`config.mk`:
```
export PLATFORM = sky130hd
export DESIGN_NAME = weight_update
export DESIGN_NICKNAME = d
export VERILOG_FILES = /design/src/rtl/weight_update_pkg.sv /design/src/rtl/weight_update_fx_mac_sat.sv /design/src/rtl/weight_update.sv
export SDC_FILE = /design/constraint.sdc
export NUM_CORES = 2
export LEC_CHECK = 0
export ABC_AREA = 1
export CAP_MARGIN = 20
export CORE_MARGIN = 4
export CORE_UTILIZATION = 45
export DETAILED_ROUTE_END_ITERATION = 8
export HOLD_SLACK_MARGIN = 0.06
export SETUP_SLACK_MARGIN = 0.02
export SLEW_MARGIN = 30
export SYNTH_ARGS = -nofsm -noshare
export SYNTH_HDL_FRONTEND = slang
export SYNTH_SLANG_ARGS = --single-unit
```
`constraint.sdc`:
```
create_clock -name clk -period 10.8 [get_ports clk]
set_input_delay 1.62 -clock clk [delete_from_list [all_inputs] [get_ports clk]]
set_output_delay 1.62 -clock clk [all_outputs]
set_load 0.01 [all_outputs]
```
`src/rtl/weight_update_pkg.sv`:
```
// weight_update_pkg: shared Q6.10 constants, FSM state type and a range helper for the weight update stage.
package weight_update_pkg;
  localparam int FRAC_BITS = 10;
  localparam int DATA_W = 16;
  localparam int PROD_W = 32;
  localparam logic signed [DATA_W-1:0] Q_MAX = 16'sh7FFF;
  localparam logic signed [DATA_W-1:0] Q_MIN = 16'sh8000;
  typedef enum logic [1:0] {IDLE, LOAD_ERR, UPDATE, DONE} state_t;
  function automatic logic below(input logic [1:0] a, input int n);
    return int'(a) < n;
  endfunction
endpackage

```
`src/rtl/weight_update_fx_mac_sat.sv`:
```
// weight_update_fx_mac_sat: w - ((err*act) >>> SHIFT) saturated to Q6.10, purely combinational.
module weight_update_fx_mac_sat
  import weight_update_pkg::*;
#(
  parameter int SHIFT = FRAC_BITS + 2
) (
  input  logic [DATA_W-1:0] err,
  input  logic [DATA_W-1:0] act,
  input  logic [DATA_W-1:0] w,
  output logic [DATA_W-1:0] res
);
  logic signed [PROD_W-1:0] prod, step;
  logic signed [PROD_W:0] diff;
  always_comb begin
    prod = $signed(err) * $signed(act);
    step = prod >>> SHIFT;
    diff = (PROD_W+1)'($signed(w)) - (PROD_W+1)'(step);
    res = diff > (PROD_W+1)'(Q_MAX) ? Q_MAX : diff < (PROD_W+1)'(Q_MIN) ? Q_MIN : diff[DATA_W-1:0];
  end
endmodule

```
`src/rtl/weight_update.sv`:
```
// weight_update: walks every output neuron, latches its error and rewrites its weights one per cycle.
module weight_update
  import weight_update_pkg::*;
#(
  parameter int N_OUT = 3,
  parameter int N_IN = 4,
  parameter int LR_SHIFT = 2
) (
  input  logic              clk,
  input  logic              rst,
  input  logic              start,
  output logic              busy,
  output logic              done,
  output logic [1:0]        err_addr,
  input  logic [DATA_W-1:0] err_in,
  input  logic              act_wren,
  input  logic [1:0]        act_addr,
  input  logic [DATA_W-1:0] act_data,
  input  logic              w_wren,
  input  logic [3:0]        w_wraddr,
  input  logic [DATA_W-1:0] w_data,
  input  logic [3:0]        w_rdaddr,
  output logic [DATA_W-1:0] w_rddata
);
  state_t state, next;
  logic [1:0] o, i;
  logic [DATA_W-1:0] err_reg, new_w;
  logic [DATA_W-1:0] act [4];
  logic [DATA_W-1:0] w [16];
  logic last_i, last_o;
  always_comb begin
    last_i = int'(i) == N_IN - 1;
    last_o = int'(o) == N_OUT - 1;
    next = state == IDLE ? (start ? LOAD_ERR : IDLE) :
           state == LOAD_ERR ? UPDATE :
           state == UPDATE ? (!last_i ? UPDATE : last_o ? DONE : LOAD_ERR) : IDLE;
    busy = state != IDLE;
    done = state == DONE;
    err_addr = busy ? o : 2'd0;
    w_rddata = below(w_rdaddr[3:2], N_OUT) && below(w_rdaddr[1:0], N_IN) ? w[w_rdaddr] : '0;
  end
  always_ff @(posedge clk or posedge rst)
    if (rst) state <= IDLE;
    else state <= next;
  always_ff @(posedge clk or posedge rst)
    if (rst) begin
      o <= '0;
      i <= '0;
      err_reg <= '0;
    end else if (state == LOAD_ERR) begin
      err_reg <= err_in;
      i <= '0;
    end else if (state == UPDATE) begin
      i <= last_i ? 2'd0 : i + 2'd1;
      o <= last_i && !last_o ? o + 2'd1 : o;
    end else begin
      o <= '0;
      i <= '0;
    end
  // External writes only land while idle; the update pass owns the RAM otherwise.
  always_ff @(posedge clk or posedge rst)
    if (rst) begin
      for (int k = 0; k < 4; k++) act[k] <= '0;
      for (int k = 0; k < 16; k++) w[k] <= '0;
    end else if (state == UPDATE) begin
      w[{o, i}] <= new_w;
    end else if (!busy) begin
      if (act_wren && below(act_addr, N_IN)) act[act_addr] <= act_data;
      if (w_wren && below(w_wraddr[3:2], N_OUT) && below(w_wraddr[1:0], N_IN)) w[w_wraddr] <= w_data;
    end
  weight_update_fx_mac_sat #(.SHIFT(FRAC_BITS + LR_SHIFT)) mac (
    .err(err_reg),
    .act(act[i]),
    .w(w[{o, i}]),
    .res(new_w)
  );
endmodule

```
==> results.json <==
{
  "nets": 4441,
  "die_h_microns": 268,
  "drc": 0,
  "ys_ff_latch": 342,
  "slew_headroom_pct": 28.7,
  "wl_per_cell_microns": 22.2,
  "r2r-start": "i[0]$_DFF_PP0_",
  "die_w_microns": 268,
  "required_ns": 11.27,
  "grt_first_pass_wirelength_microns": 166000,
  "maxCapViolations": 0,
  "holdBufCountCts": 0,
  "wl_microns": 109000,
  "coreArea_sq_mm": 0.0670,
  "holdPathStages": 2,
  "holdPathEnd": "w[28]$_DFFE_PP0P_",
  "drt-initial-drc-count": 3038,
  "preCtsSetupSlack_ns": 0.897,
  "setup_viol": 0,
  "async_flop_share_pct": 100,
  "yosysWarnings": 0,
  "antenna_found_initial": 8,
  "synth.avg_cell_area_sq_um": 7.47,
  "slew_viol_final": 0,
  "fmax_mhz": 101,
  "clock_sinks": 342,
  "synthesis.nets": 4501,
  "synthTopCellsByArea": "dfrtp_1, fa_1, nand2_1",
  "cts_htree_levels": 2,
  "tritoncts": "built",
  "min_period_ns": 9.95,
  "root_buffer": "clkbuf_16",
  "hold_viol_final": 0,
  "drtPass1Iterations": 8,
  "ios": 83,
  "cts_inserted_buffers": 39,
  "netlist_instances": 4069,
  "yosysTopAreaCellShare_pct": 28.2,
  "crit_slowest_cell": "fa_1",
  "drtAntennaViolNets": 0,
  "min-delay-path-class": "flip-flop to flip-flop",
  "setup_tns_ns": 0,
  "max_stage_delay_ns": 0.76,
  "layout_setup_ws_ns": 0.851,
  "syn2layout_area_growth_pct": 9.30,
  "yosys.area.top_type": "dfrtp_1",
  "grt_max_degree": 161,
  "synth_commonest_cells": "nand2_1, inv_1, o21ai_0",
  "grt-ovfl-total": 0,
  "seq_area_frac_synth_pct": 28.2,
  "grt_use_total_pct": 30.2,
  "synth-edff-count": 0,
  "vias": 28082,
  "r2r_cells": 34,
  "worstMarginPinSlew_ns": 1.07,
  "final_area_sq_mm": 0.0332,
  "rows": 95,
  "criticalPathCategory": "flip-flop to flip-flop",
  "grt_pass1_vias": 26756,
  "clk_pin_slew_ns": 0.06,
  "avgViaCountPerCell": 5.71,
  "place_congestion": 0.914,
  "clock_skew_ns": 0.0363,
  "syn_area_sq_mm": 0.0304,
  "rsz0062_at_grt": "false",
  "placed_cell_area_sq_mm": 0.0317,
  "hold_ws_ns": 0.477,
  "largest_reg_flops": 256,
  "cp_max_fo": 34,
  "worstHoldStart": "w[28]$_DFFE_PP0P_",
  "cts_resized": 0,
  "ys.flop_type": "dfrtp_1",
  "cp-end-kind": "flip-flop",
  "start_kind": "flip-flop",
  "start_util_pct": 45.3,
  "dieArea_sq_mm": 0.0718,
  "synth_most_common_cell": "nand2_1",
  "cp_data_arrival_time_ns": 10.42,
  "clock_latency_ns": 0.59,
  "layout-drive-gt1-share_pct": 4.36,
  "outcome": "finished clean",
  "post-cts-setup-buffers": 0,
  "port_buffers": 82,
  "rrSetupSlack_ns": 0.85,
  "post-dp-hpwl_microns": 75000,
  "synth_cell_types": 51,
  "reg2reg_to": "w[75]$_DFFE_PP0P_",
  "cts.path.max_buffers": 3,
  "fin_crit_sh_pct": 92.1
}
critical path: cells and delay by family (launching register included):
kind | cells | cell delay [ns]
buffers and inverters | 8 | 1.48
flip-flops | 1 | 0.66
adder cells (fa/ha/maj) | 8 | 4.24
AND/OR/NAND/NOR | 14 | 2.42
AO/OA/AOI/OAI | 4 | 1.02
through the flow:
stage / instances / utilization [%]
2_1_floorplan: 4069 / -
3_3_place_gp: 4839 / 47.3
3_5_place_dp: 4839 / 47.3
4_1_cts: 4908 / 49.4
5_1_grt: 4910 / 49.5
6_report: 4916 / 49.5
worst max path at each step:
stage               slack, ns                  to      startpoint  cells after the start
floorplan                2.53   w[58]$_DFFE_PP0P_  i[1]$_DFF_PP0_                     38
global route             0.03  w[235]$_DFFE_PP0P_  i[0]$_DFF_PP0_                     35
global placement         1.03  w[173]$_DFFE_PP0P_  i[0]$_DFF_PP0_                     35
detailed placement       0.90   w[76]$_DFFE_PP0P_  i[0]$_DFF_PP0_                     34
finish                   0.85   w[75]$_DFFE_PP0P_  i[0]$_DFF_PP0_                     34
CTS                      0.84  w[236]$_DFFE_PP0P_  i[0]$_DFF_PP0_                     35
cell type report:
cell class	count	area, sq um
Antenna cell	6	15.0
Clock buffer	54	1110
Clock inverter	15	303
Fill cell	6675	33800
Inverter	680	2560
Multi-Input combinational cell	2806	18300
Sequential cell	342	8570
Tap cell	873	1090
Timing Repair Buffer	140	1300
placed cells by master (no fill, tap or decap), drive strengths merged, types with 17 or more instances in the layout:
master / n
a21oi: 347
a31oi: 86
buf: 60
clkbuf: 54
clkdlybuf4s50: 80
clkinv: 26
dfrtp: 342
fa: 262
ha: 107
inv: 659
mux2i: 29
nand2: 682
nand3: 186
nor2: 434
o211ai: 23
o21ai: 508
o221ai: 21
xnor2: 24
xor2: 17
layer usage:
| metal | share of wire (%) | vias to the layer above | global-route usage, % |
|---|---|---|---|
| li1 | - | 12899 | - |
| met1 | 42 | 13445 | 41.9 |
| met2 | 44 | 1442 | 46.4 |
| met3 | 9.9 | 292 | 6.56 |
| met4 | 4.9 | 4 | 12.3 |
| met5 | 0.021 | - | 0 |
cell families after synthesis:
family                     synth area share (%)
AOI/OAI and AO/OA                          18.5
DFF                                        28.2
xor gates and xnor gates                   1.18
buffers and inverters                      11.9
muxes                                     0.955
and+or+nand+nor                            17.7
adders and majority gates                  21.7
Power is left out: the tool's default activity adds up to more than one toggle a clock period on the data nets, which glitch-free logic cannot reach.
